--- config.mk ---
export PLATFORM = sky130hd
export DESIGN_NAME = piso_seq_ctrl
export DESIGN_NICKNAME = d
export VERILOG_FILES = /design/src/rtl/piso_seq_ctrl.sv
export SDC_FILE = /design/constraint.sdc
export NUM_CORES = 1
export LEC_CHECK = 0
export ABC_AREA = 1
export BUFFER_PORTS_ARGS = -buffer_cell sky130_fd_sc_hd__buf_2
export CORE_MARGIN = 2
export CORE_UTILIZATION = 51
export CTS_CLUSTER_DIAMETER = 50
export DETAILED_ROUTE_END_ITERATION = 16
export HOLD_SLACK_MARGIN = 0.06
export PLACE_DENSITY = 0.87
export SYNTH_ARGS = -nofsm -noshare
export SYNTH_HDL_FRONTEND = slang
export SYNTH_SLANG_ARGS = --single-unit
--- constraint.sdc ---
create_clock -name clk -period 1.3 [get_ports clk]
set_input_delay 0.065 -clock clk [delete_from_list [all_inputs] [get_ports clk]]
set_output_delay 0.065 -clock clk [all_outputs]
set_load 0.02 [all_outputs]
--- src/rtl/piso_seq_ctrl.sv ---
// Sequencer for the PISO shifter: buffers one word, then drives load/shift so it leaves MSB-first.
// Build option PISO_SEQ_ABORT_EN adds an abort input that flushes the current and buffered word.
module piso_seq_ctrl #(
   parameter int WIDTH = 4,
   parameter int GAP   = 0
) (
   input  logic             clk,
   input  logic             rst,
   input  logic [WIDTH-1:0] in_data,
   input  logic             in_valid,
`ifdef PISO_SEQ_ABORT_EN
   input  logic             abort,
`endif
   output logic             in_ready,
   output logic [WIDTH-1:0] piso_din,
   output logic             piso_load,
   output logic             piso_shift,
   output logic             bit_valid,
   output logic             word_done,
   output logic             busy
);

   localparam int CW = (WIDTH > 1) ? $clog2(WIDTH) : 1;

   typedef enum logic [1:0] {S_IDLE, S_LOAD, S_SHIFT, S_GAP} state_t;

   state_t           state;
   logic [WIDTH-1:0] buf_q;
   logic [WIDTH-1:0] din_q;
   logic             buf_full;
   logic [CW-1:0]    cnt;
   logic [3:0]       gcnt;
   logic             acc;
   logic             abrt;
   logic             last_bit;
   logic             next_load;
   logic             gap_end;

`ifdef PISO_SEQ_ABORT_EN
   assign abrt = abort & (state != S_IDLE);
`else
   assign abrt = 1'b0;
`endif

   assign in_ready  = ~buf_full & ~rst;
   assign acc       = in_valid & in_ready;
   assign last_bit  = (state == S_SHIFT) && (cnt == CW'(WIDTH - 1));
   assign next_load = buf_full | acc;
   assign gap_end   = (gcnt == 4'(GAP - 1));

   assign piso_load  = (state == S_LOAD);
   assign piso_shift = (state == S_SHIFT);
   assign busy       = (state != S_IDLE);
   // din shows the buffer while loading, otherwise the last loaded word
   assign piso_din   = (state == S_LOAD) ? buf_q : din_q;

   always_ff @(posedge clk or posedge rst) begin
      if (rst) begin
         state     <= S_IDLE;
         buf_q     <= '0;
         din_q     <= '0;
         buf_full  <= 1'b0;
         cnt       <= '0;
         gcnt      <= '0;
         bit_valid <= 1'b0;
         word_done <= 1'b0;
      end else begin
         bit_valid <= (state == S_SHIFT);
         word_done <= last_bit & ~abrt;
         if (acc) begin
            buf_q    <= in_data;
            buf_full <= 1'b1;
         end
         // abort overrides both the state walk and a same-cycle accept
         if (abrt) begin
            state    <= S_IDLE;
            buf_full <= 1'b0;
         end else begin
            case (state)
               S_IDLE: begin
                  if (next_load) state <= S_LOAD;
               end
               S_LOAD: begin
                  buf_full <= 1'b0;
                  din_q    <= buf_q;
                  cnt      <= '0;
                  state    <= S_SHIFT;
               end
               S_SHIFT: begin
                  if (last_bit) begin
                     if (GAP > 0) begin
                        gcnt  <= '0;
                        state <= S_GAP;
                     end else begin
                        state <= next_load ? S_LOAD : S_IDLE;
                     end
                  end else begin
                     cnt <= cnt + CW'(1);
                  end
               end
               S_GAP: begin
                  if (gap_end) state <= next_load ? S_LOAD : S_IDLE;
                  else         gcnt  <= gcnt + 4'd1;
               end
               default: state <= S_IDLE;
            endcase
         end
      end
   end

endmodule

Yosys cells after proc, flatten, opt, wreduce, memory -nomap -nowiden:

Cells that the tools add are included.
W data, S select, Z words.

* input bits: 7
* output and inout port bits: 10
* register bits: 19

* multiplexer cells: 10
* equal/unequal tests: 9
* $add $sub $neg: 2
* reductions and logical operators: 8
* bitwise gates (word level): 6

Operator list (number)
* $mux W2: 4
* $pmux W2 S4: 1
* $eq A2 B2 Y1 const B: 3
* $ne A2 B2 Y1 const B: 3
* $reduce_bool A2 Y1: 3
* $add A4 B1 Y4 const B: 1
* $eq A4 B4 Y1 const B: 1
* $mux W4: 1
* $pmux W2 S2: 1
* $reduce_and A2 Y1: 2
* $mux W1: 3
* $not A1 Y1: 3
* $reduce_and A3 Y1: 1
* $add A2 B1 Y2 const B: 1
* $and A1 B1 Y1: 2
* $eq A2 B1 Y1 const B: 1
* $logic_not A2 Y1: 1
* $ne A2 B1 Y1 const B: 1
* $logic_and A1 B1 Y1: 1
* $or A1 B1 Y1: 1

Logic depth before layout (Yosys ltp):

* depth in word-level cells: 7
* depth in mapped cells: 6
* depth with buffers taken out: 6

Worst setup path before layout:

OpenSTA, ideal clock, no wires.

* path type: reg2reg
* start point: register state[1]
* end point: register din_q[0]
* arrival: 0.970 ns
* buffers on the path: 0
* data required time: 1.195 ns
* path slack: 0.224 ns
* period minus slack after synthesis: 1.076 ns
* stages on the path, launching flop included: 6
* cells stage by stage: dfrtp_1 inv_1 nand2_1 inv_1 nand2_1 nand2_1

* longest elaborated chain between the ends: 2

RTL lines
* from (decl): RTL line 27 `state_t state;`
* from (signal assigned): RTL line 95 `state <= next_load ? S_LOAD : S_IDLE;`
* from (signal assigned): RTL line 102 `if (gap_end) state <= next_load ? S_LOAD : S_IDLE;`
* $eq A2 B1 Y1
* named net piso_load: RTL line 16 `output logic piso_load,`
* $mux W4
* named net piso_din[0]: RTL line 15 `output logic [WIDTH-1:0] piso_din,`
* to (signal assigned): RTL line 85 `din_q <= buf_q;`
* to (decl): RTL line 29 `logic [WIDTH-1:0] din_q;`

The timed path passes the listed nets, and every way through them passes these cells.
A chain may end at the register's enable or synchronous reset.

Worst setup path in the final report:

* start point: register state[1]
* end point: output piso_din[2]

* longest elaborated chain between the ends: 2

RTL lines
* $eq A2 B1 Y1: RTL line 55 `assign piso_din = (state == S_LOAD) ? buf_q : din_q;`
* $mux W4: RTL line 55
* to (decl): RTL line 15

No other way between the ends.

==> results.cfg <==
[detailed_routing]
num_vias = 686
drtIter0Drc = 10
drc = 0
first_pass_iters = 4
final_antenna_net_count = 0
drt-total-wl_mm = 1.63
wl_per_cell_um = 11.7
drt-vias-per-instance = 4.94

[synth]
synth-async-reset-ratio_pct = 100
synth.most_common_cell = nand2_1
ys_warn_count = 0
ys_types = 25
yosysSeqAreaShare_pct = 56.3
yosys-top-cells-count = 33 x nand2_1, 19 x dfrtp_1, 8 x inv_1, 8 x nand3_1, 2 x ha_1
synth-edff-count = 0
mappedNetlistArea_um2 = 845
syn_nets = 99
netlist_instances = 90
synth-seq-cells = 19
ys_top_cells_by_area = dfrtp_1 56%, nand2_1 15%, nand3_1 4.7%
synth_top_cell_area_share_pct = 56.3
synth_flop_cell = dfrtp_1
synth_top_cell_by_area = dfrtp_1
avgSynthCellArea_um2 = 9.38

[layout]
syn_to_final_growth_pct = 35.4
post-route-util_pct = 75.0
design_area_um2 = 1140
fin_nets = 133
diodes = 0
fillerInstances = 104
drive_gt1_share_pct = 38.2

[timing]
rsz0062_at_grt = yes
worst_slew_pin_slew_ns = 0.200
setup_violations = 0
fmax_mhz = 774
fin_crit_sh_pct = 99.4
period_needed_ns = 1.29
slew_headroom_pct = 86.6
final-max-slew-violation-count = 0
finalHoldViolations = 0
skew_ns = 0.00359

[grt]
grt_max_degree = 16
overflow = 0
grtUsageTotal_pct = 18.7
first_global_vias = 626
grt_pass1_wl_mm = 2.58
grt_antenna_before_repair = 0

[placement]
gp_congestion = 0.740
dp_hpwl_mm = 1.05
portBuffers = 16
place_area_um2 = 948

[cts]
cts_root_buf = clkbuf_4
htreeDepth = 1
clk_latency_ns = 0.29
clk_pin_slew_ns = 0.10
clk_path_buf_depth = 2
cts_buffers = 3
cts_tree = built
cts_sinks = 19

[floorplan]
fp.dieW_um = 44.7
die_h_um = 44.7
ioPinCount = 17
die_area_um2 = 2000
coreArea_um2 = 1520
num_rows = 14
initial_core_util_pct = 55.4

[pwr]
ir_drop_mv = 1.68
swShare_pct = 41.4
p_leak_nw = 0.615
power.density_nw_per_um2 = 2570
finalPower_w = 0.00294
p_switching_w = 0.00122
internal_power_w = 0.00172
clkPwrFrac_pct = 9.6
combPwrFrac_pct = 54.2
p_seq_share_pct = 36.2

[setup_path]
path_class = reg -> out
cp-start-kind = register
crit_path_end_kind = output port
r2r_slack_ns = 0.09
worstPathArrival_ns = 1.23
path_max_fanout = 6
cp.required_ns = 1.24

[worst_hold_path]
min-delay-path-class = in -> async

[flow_run]
drv_cap = 0

[status]
status = completed
state kept, by name, summed over array words and instances (netlist names):
signal and cells:
din_q 4, word_done 1, buf_q 4, bit_valid 1, buf_full 1, gcnt 4, state 2, cnt 2
timing repair:
item | 4_1_cts | 5_1_grt
pin swaps | 0 | 3
gates resized for setup | 8 | 18
hold buffers | 6 | 0
hold endpoints to repair | 23 | 0
endpoints found under the setup margin | 5 | 6
buffers inserted | 1 | 5
metrics by stage:
stage               TNS [ns]  cells  setup slack, ns  hold WS (ns)
floorplan                  0     90            0.224        0.0161
global placement           0    123            0.145      -0.00326
detailed placement         0    123           0.0772      0.000126
CTS                        0    134          0.00657         0.227
global route          -0.133    139          -0.0568         0.238
finish                     0    139          0.00842         0.239
routing by layer:
layer | track usage [%] | wire (µm) | up-vias
li1 | - | - | 344
met4 | 9.09 | 37 | 0
met1 | 20.7 | 606 | 318
met5 | 0 | 0 | -
met2 | 34.8 | 911 | 20
met3 | 2.40 | 71 | 4
worst max-delay path: stages, from the launching register on:
cell	delay (ns)
dfrtp_1	0.40
inv_2	0.08
nand2_4	0.09
buf_6	0.14
nand2_2	0.05
nand2_2	0.05
buf_6	0.13
layout make-up:
cell class,count,area (µm²),share of cell area [%]
Multi-Input combinational cell,59,338,29.5
Inverter,11,45.0,3.94
Clock buffer,4,26.3,2.30
Tap cell,16,20.0,1.75
Timing Repair Buffer,30,238,20.8
Sequential cell,19,477,41.7
kinds of logic after synthesis:
logic type	after synthesis	synth area share (%)
xor gates and xnor gates	2	2.96
AOI/OAI and AO/OA	4	3.11
and+or+nand+nor	51	28.3
buffers and inverters	12	6.37
adders and majority gates	2	2.96
DFF	19	56.3
cell usage in the layout, fill, tap and decap left out, drive strengths merged, types with 2 or more instances in the layout:
cell,n
o21ai,2
buf,24
nand2,35
inv,9
nor2,3
dlygate4sd3,6
ha,2
clkinv,2
clkbuf,4
dfrtp,19
nand3,9
xnor2,2
final timing paths:
check                      startpoint          end  depth (start not counted)
max                          state[1]  piso_din[2]                          6
min                               rst     buf_q[3]                          3
max reg2reg                  state[1]     buf_full                          6
min reg2reg                  buf_q[0]     buf_q[0]                          2
max in group asynchronous         rst     state[0]                          4
min in group clk             buf_q[0]     buf_q[0]                          2
power by group through the flow:
stage	combinational [W]	clock, W	sequential (W)
after floorplan	0.000909	0	0.00104
after global placement	0.00116	0	0.00104
after detailed placement	0.00120	0	0.00106
after CTS	0.00130	0.000292	0.00106
after global routing	0.00175	0.000326	0.00110
final	0.00159	0.000283	0.00106
Note: power is estimated with default switching activity, not from simulation.
